<file path="src/rtl/dtw_pkg.sv">
// Shared types and constants for the DTW minimum tracker.
package dtw_pkg;

  typedef enum logic [1:0] {
    IDLE = 2'd0,
    RUN  = 2'd1,
    DONE = 2'd2
  } state_t;

  // Infinity sentinel; users slice the low 'width' bits.
  localparam logic [63:0] COST_INF = '1;

endpackage

</file>
<file path="src/rtl/dtw_min_tracker.sv">
// Tracks the minimum final-row DTW cost and its first index over a job of len samples.
// Optional DTW_TRACK_STATS_EN adds out_hits, the count of accepted samples below thresh.
module dtw_min_tracker
  import dtw_pkg::*;
#(
  parameter int unsigned width = 18,
  parameter int unsigned IDX_W = 16
) (
  input  logic             clk,
  input  logic             rst,
  input  logic             start,
  input  logic [IDX_W-1:0] len,
  input  logic [width-1:0] thresh,
  input  logic             in_valid,
  input  logic [width-1:0] in_cost,
  output logic             in_ready,
  output logic             busy,
  output logic             out_valid,
  input  logic             out_ready,
  output logic [width-1:0] out_min,
  output logic [IDX_W-1:0] out_idx,
  output logic             out_hit
`ifdef DTW_TRACK_STATS_EN
  ,
  output logic [IDX_W-1:0] out_hits
`endif
);

  localparam logic [width-1:0] INF = COST_INF[width-1:0];
  localparam logic [IDX_W-1:0] ONE = IDX_W'(1);

  state_t           state;
  logic [IDX_W-1:0] len_q;
  logic [width-1:0] thresh_q;
  logic [IDX_W-1:0] cnt;
  logic [width-1:0] min_q;
  logic [IDX_W-1:0] idx_q;
`ifdef DTW_TRACK_STATS_EN
  logic [IDX_W-1:0] hits_q;
`endif

  always_ff @(posedge clk or negedge rst) begin
    if (!rst) begin
      state    <= IDLE;
      len_q    <= '0;
      thresh_q <= '0;
      cnt      <= '0;
      min_q    <= INF;
      idx_q    <= '0;
`ifdef DTW_TRACK_STATS_EN
      hits_q   <= '0;
`endif
    end else begin
      case (state)
        IDLE: begin
          if (start) begin
            len_q    <= len;
            thresh_q <= thresh;
            cnt      <= '0;
            min_q    <= INF;
            idx_q    <= '0;
`ifdef DTW_TRACK_STATS_EN
            hits_q   <= '0;
`endif
            state    <= (len == '0) ? DONE : RUN;
          end
        end
        RUN: begin
          if (in_valid) begin
            // Strict compare keeps the earliest index on ties and rejects the sentinel.
            if (in_cost < min_q) begin
              min_q <= in_cost;
              idx_q <= cnt;
            end
`ifdef DTW_TRACK_STATS_EN
            if (in_cost < thresh_q) hits_q <= hits_q + ONE;
`endif
            cnt <= cnt + ONE;
            if (cnt == len_q - ONE) state <= DONE;
          end
        end
        DONE: begin
          if (out_ready) state <= IDLE;
        end
        default: state <= IDLE;
      endcase
    end
  end

  assign in_ready  = (state == RUN);
  assign busy      = (state != IDLE);
  assign out_valid = (state == DONE);
  assign out_min   = min_q;
  assign out_idx   = idx_q;
  assign out_hit   = (min_q < thresh_q);
`ifdef DTW_TRACK_STATS_EN
  assign out_hits  = hits_q;
`endif

endmodule

</file>
<file path="config.mk">
export PLATFORM = sky130hd
export DESIGN_NAME = dtw_min_tracker
export DESIGN_NICKNAME = d
export VERILOG_FILES = /design/src/rtl/dtw_pkg.sv /design/src/rtl/dtw_min_tracker.sv
export SDC_FILE = /design/constraint.sdc
export NUM_CORES = 1
export LEC_CHECK = 0
export ABC_AREA = 0
export CORE_MARGIN = 2
export CORE_UTILIZATION = 45
export DETAILED_ROUTE_END_ITERATION = 8
export GPL_ROUTABILITY_DRIVEN = 0
export GPL_TIMING_DRIVEN = 0
export PLACE_DENSITY = 0.78
export SETUP_SLACK_MARGIN = 0.3
export SLEW_MARGIN = 20
export SYNTH_ARGS = -nofsm -noshare
export SYNTH_HDL_FRONTEND = slang
export SYNTH_SLANG_ARGS = --single-unit
</file>
<file path="constraint.sdc">
create_clock -name clk -period 3.1 [get_ports clk]
set_input_delay 0.775 -clock clk [delete_from_list [all_inputs] [get_ports clk]]
set_output_delay 0.775 -clock clk [all_outputs]
set_load 0.03 [all_outputs]
</file>
# Yosys cells after proc, flatten, opt, wreduce, memory -nomap -nowiden
# Cells that the tools add are included.
# Widths: inputs -> output; s select.
[classes]
n_addsub = 2
magnitude_cmp = 2
eq_ne = 8
mux = 16
n_reduce_logical = 8
[op_table]
columns = ["cell", "n"]
rows = [
  ["$mux 16", 4],
  ["$pmux 16 s2", 2],
  ["$mux 18", 3],
  ["$lt 18x18->1", 2],
  ["$pmux 18 s2", 1],
  ["$add 16x1->16 const B", 1],
  ["$eq 16x16->1", 1],
  ["$logic_not 16->1", 1],
  ["$sub 16x1->16 const B", 1],
  ["$mux 2", 5],
  ["$reduce_and 4->1", 2],
  ["$ne 2x1->1 const B", 3],
  ["$pmux 2 s3", 1],
  ["$ne 2x2->1 const B", 2],
  ["$reduce_bool 2->1", 2],
  ["$reduce_and 3->1", 1],
  ["$eq 2x1->1 const B", 1],
  ["$eq 2x2->1 const B", 1],
  ["$logic_not 2->1", 1],
  ["$reduce_and 2->1", 1],
]
[word_totals]
regBits = 86
out_inout_bits = 38

# Depth between registers and ports, before layout
[logic_depth]
word_depth = 5
ltp_mapped = 10
ltp_nobuf = 9

# Least setup slack after synthesis
# No wires, ideal clock.
[synth_timing]
path_kind = "flip-flop to output port"
startpoint = "register min_q[1] (netlist: out_min[1])"
endpoint = "output out_hit"
arrival_time_ns = 2.064
setup_slack_ns = 0.261
path_stages_with_launch = 8
n_path_buf = 0
cell_sequence = "dfstp_2 -> ha_1 -> a21o_1 -> a21o_1 -> a211oi_1 -> o21bai_1 -> a221oi_1 -> o31a_1"
[synth_via]
elab_chain_cells = 1
[synth_rtl]
columns = ["item", "line_no", "rtl"]
rows = [
  ["start, declared", "dtw_min_tracker.sv:36", "logic [width-1:0] min_q;"],
  ["start signal, assigned", "dtw_min_tracker.sv:72", "min_q <= in_cost;"],
  ["$lt 18x18->1", "dtw_min_tracker.sv:95", "assign out_hit = (min_q < thresh_q);"],
  ["end, declared", "dtw_min_tracker.sv:22", "output logic out_hit"],
]
# Every way passes these cells.

# Worst setup path after layout
# Ends and elaborated chain as after synthesis.

==> impl_metrics.tcl <==
set metrics [dict create \
    cp_slowest_cell "dfstp_2" \
    clk_pin_slew_ns 0.08 \
    fmaxAchievable_ghz 0.321 \
    antenna_found_initial 0 \
    start_util_pct 46.3 \
    relSlewSlack_pct 60.2 \
    synth_top_family_by_area "compound AO/OA/AOI/OAI gates" \
    critical_path.startpoint "out_min[1]" \
    numCtsBuffers 9 \
    clk_latency_ns 0.37 \
    synth_compound_area_share_pct 16.2 \
    overflow 0 \
    synthAdderAreaFrac_pct 9.46 \
    rsz0062_at_grt "yes" \
    ys_types 59 \
    ctsHtreeMaxLevel 3 \
    violations "setup timing" \
    reg2reg_depth 11 \
    cp-endpoint "out_hit" \
    peakVddDrop_mv 0.575 \
    antennaDiodeCount 0 \
    worst_pin_slew_ns 0.595 \
    r2r_end "out_idx[11]" \
    status "complete, but fails checks" \
    vias 3861 \
    async_flop_share_pct 100 \
    finalWirelength_um 11700 \
    die_h_um 107 \
    ios 95 \
    muxShareOfSynthArea_pct 4.28 \
    antenna_left 0 \
    synth.avg_cell_area_sq_um 10.3 \
    synth_xor_area_share_pct 5.89 \
    r2r_slack_ns 0.51 \
    area_growth_pct 32.0 \
    slowest_delay_ns 0.56 \
    total_leakage_power_nw 2.83 \
    io_buffer_count 94 \
    cp.depth 8 \
    yosys.area_share.simple_pct 13.4 \
    postLayoutCoreUtil_pct 61.1 \
    ys_ff_latch 86 \
    slew_viol_final 0 \
    hold_viol 0 \
    cts.sinks 86 \
    endpoint_kind "output port" \
    worst_path_dominant_cell_family "compound AO/OA/AOI/OAI gates" \
    syn-cell-area_sq_um 4760 \
    setup-tns-final_ns -0.0199 \
    grt_max_degree 53 \
    setup_violations 1 \
    root_buffer "clkbuf_8" \
    hold_class "input port to async pin" \
    syn-instance-count 460 \
    post-dp-hpwl_um 8920 \
    critPathKind "register to output port" \
    synth_edf_count 0 \
    skew_ns 0.0112 \
    drive_gt1_share_pct 15.5 \
    wl_per_cell_um 16.5 \
    grt_pass1_vias 3979 \
    p_per_area_nw_per_um2 867 \
    finalWorstSetupSlack_ns -0.0199 \
    critPathBufInv 1 \
    r2r_start "out_min[1]" \
    post-route-min-period_ns 3.12 \
    crit_path_cell_trace "ha_4 > a21o_1 > a21o_1 > a211oi_2 > o21bai_1 > a221oi_2 > o31a_1 > buf_6" \
    cp.arrival_ns 2.34 \
    grt_pass1_wl_um 19200 \
    coreArea_sq_um 10300 \
    cp-start-kind "register" \
    grt.total_usage_pct 21.6 \
    drc 0 \
    path_common_cell "a21o_1" \
    viasPerCell 5.43 \
    num-nets-final 663 \
    dieArea_sq_um 11400 \
    min_period_over_period_pct 101 \
    yosysWarningCount 0 \
    drt_iter0_markers 134 \
    core.rowCount 37 \
    finalPower_mw 5.45 \
    synth_nets 553 \
    drtPass1Iterations 4 \
    die_x_um 107 \
    path_max_fanout 2 \
    ys_seq_area_share_pct 45.7 \
    ctsHoldBuffers 0 \
    yosys_most_used_dff "dfrtp_1" \
    cts.path.max_buffers 2 \
    drv_cap 0 \
    tritoncts "done" \
    required_ns 2.32 \
]
-- report_power, final --
part / leakage, nW / switching [mW] / internal, mW
Clock: 0.106 / 0.419 / 0.456
Combinational: 1.66 / 1.43 / 1.26
Sequential: 1.06 / 0.327 / 1.56
Total: 2.83 / 2.17 / 3.27
-- cell type report --
type	count	area, sq um
Timing Repair Buffer	99	1000
Sequential cell	86	2170
Multi-Input combinational cell	314	2450
Tap cell	136	170
Buffer	17	97.6
Clock inverter	7	97.6
Inverter	43	161
Clock buffer	9	124
Fill cell	859	4000
-- metrics by stage --
stage               instance area, sq um  setup slack [ns]  hold slack [ns]  std cells
floorplan                           4780             0.312            0.479        460
global placement                    5890             -1.75            0.474        690
detailed placement                  5910            -0.413            0.484        691
CTS                                 6190           -0.0472            0.378        709
global route                        6280           -0.0896            0.381        711
finish                              6280           -0.0199            0.371        711
-- worst min-delay path by stage --
stage	start	to	slack (ns)	cells past startpoint
2_1_floorplan	rst	cnt[0]	0.48	0
3_3_place_gp	out_min[0]	out_min[0]	0.47	2
3_5_place_dp	out_min[0]	out_min[0]	0.48	2
4_1_cts	rst	cnt[13]	0.38	1
5_1_grt	rst	thresh_q[3]	0.38	1
6_report	rst	thresh_q[3]	0.37	1
-- cell usage after synthesis, types with 3 or more instances --
master / instances / share of area (%)
mux2_2: 15 / 3.5
nand2b_1: 3 / 0.39
dfrtp_1: 68 / 36
xnor2_1: 15 / 2.8
xor2_1: 17 / 3.1
nand2_1: 36 / 2.8
a211oi_1: 3 / 0.47
and4_1: 3 / 0.55
o21ai_0: 31 / 3.3
dfstp_2: 18 / 9.9
and3_1: 4 / 0.53
nand4_1: 6 / 0.79
nor2_1: 27 / 2.1
ha_1: 36 / 9.5
nand3_1: 11 / 1.2
inv_1: 43 / 3.4
a21oi_1: 8 / 0.84
clkbuf_1: 9 / 0.71
a22o_1: 16 / 2.9
a2bb2oi_1: 18 / 3.3
nor3_1: 3 / 0.32
nor4_1: 5 / 0.66
nor2b_1: 4 / 0.53
buf_2: 5 / 0.53
a21o_1: 12 / 1.9
-- cells in the final DEF, fill, tap and decap left out, types with 3 or more instances in the layout --
| cell | synthesis | final |
|---|---|---|
| clkdlybuf4s50_1 | 0 | 89 |
| dfrtp_1 | 68 | 68 |
| inv_1 | 43 | 43 |
| nand2_1 | 36 | 36 |
| ha_1 | 36 | 32 |
| o21ai_0 | 31 | 30 |
| nor2_1 | 27 | 27 |
| a2bb2oi_1 | 18 | 18 |
| dfstp_2 | 18 | 18 |
| xor2_1 | 17 | 17 |
| a22o_1 | 16 | 16 |
| mux2_2 | 15 | 15 |
| xnor2_1 | 15 | 15 |
| a21o_1 | 12 | 12 |
| nand3_1 | 11 | 11 |
| clkbuf_8 | 0 | 9 |
| a21oi_1 | 8 | 7 |
| clkbuf_1 | 9 | 7 |
| buf_4 | 1 | 7 |
| nand4_1 | 6 | 6 |
| nor4_1 | 5 | 5 |
| buf_6 | 1 | 4 |
| nor2b_1 | 4 | 4 |
| and3_1 | 4 | 4 |
| ha_4 | 0 | 4 |
| and4_1 | 3 | 3 |
| nand2b_1 | 3 | 3 |
| nor3_1 | 3 | 3 |
-- what timing repair did --
item | in CTS | in global routing
endpoints found under the hold margin | 0 | 0
pin swaps | 7 | 13
gates resized for setup | 17 | 15
setup endpoints to repair | 31 | 31
setup buffers | 2 | 2
-- cell families after synthesis --
group                      after synthesis
adders and majority gates               36
AOI/OAI and AO/OA                      109
and+or+nand+nor                        119
DFF                                     86
buffers and inverters                   60
xor gates and xnor gates                32
muxes                                   18
-- metal layers --
metal	global-route usage [%]	up-vias	part of all wire [%]
met2	35.9	86	50
met5	0	-	0
met1	27.7	1893	44
li1	-	1856	-
met3	4.01	26	3.7
met4	8.91	0	2.8
-- registers in the layout (all words and copies together), names as in the netlist --
signal and count:
thresh_q 18, cnt 16, out_idx 16, out_min 18, len_q 16, state 2
Note: power is estimated with default switching activity, not from simulation.
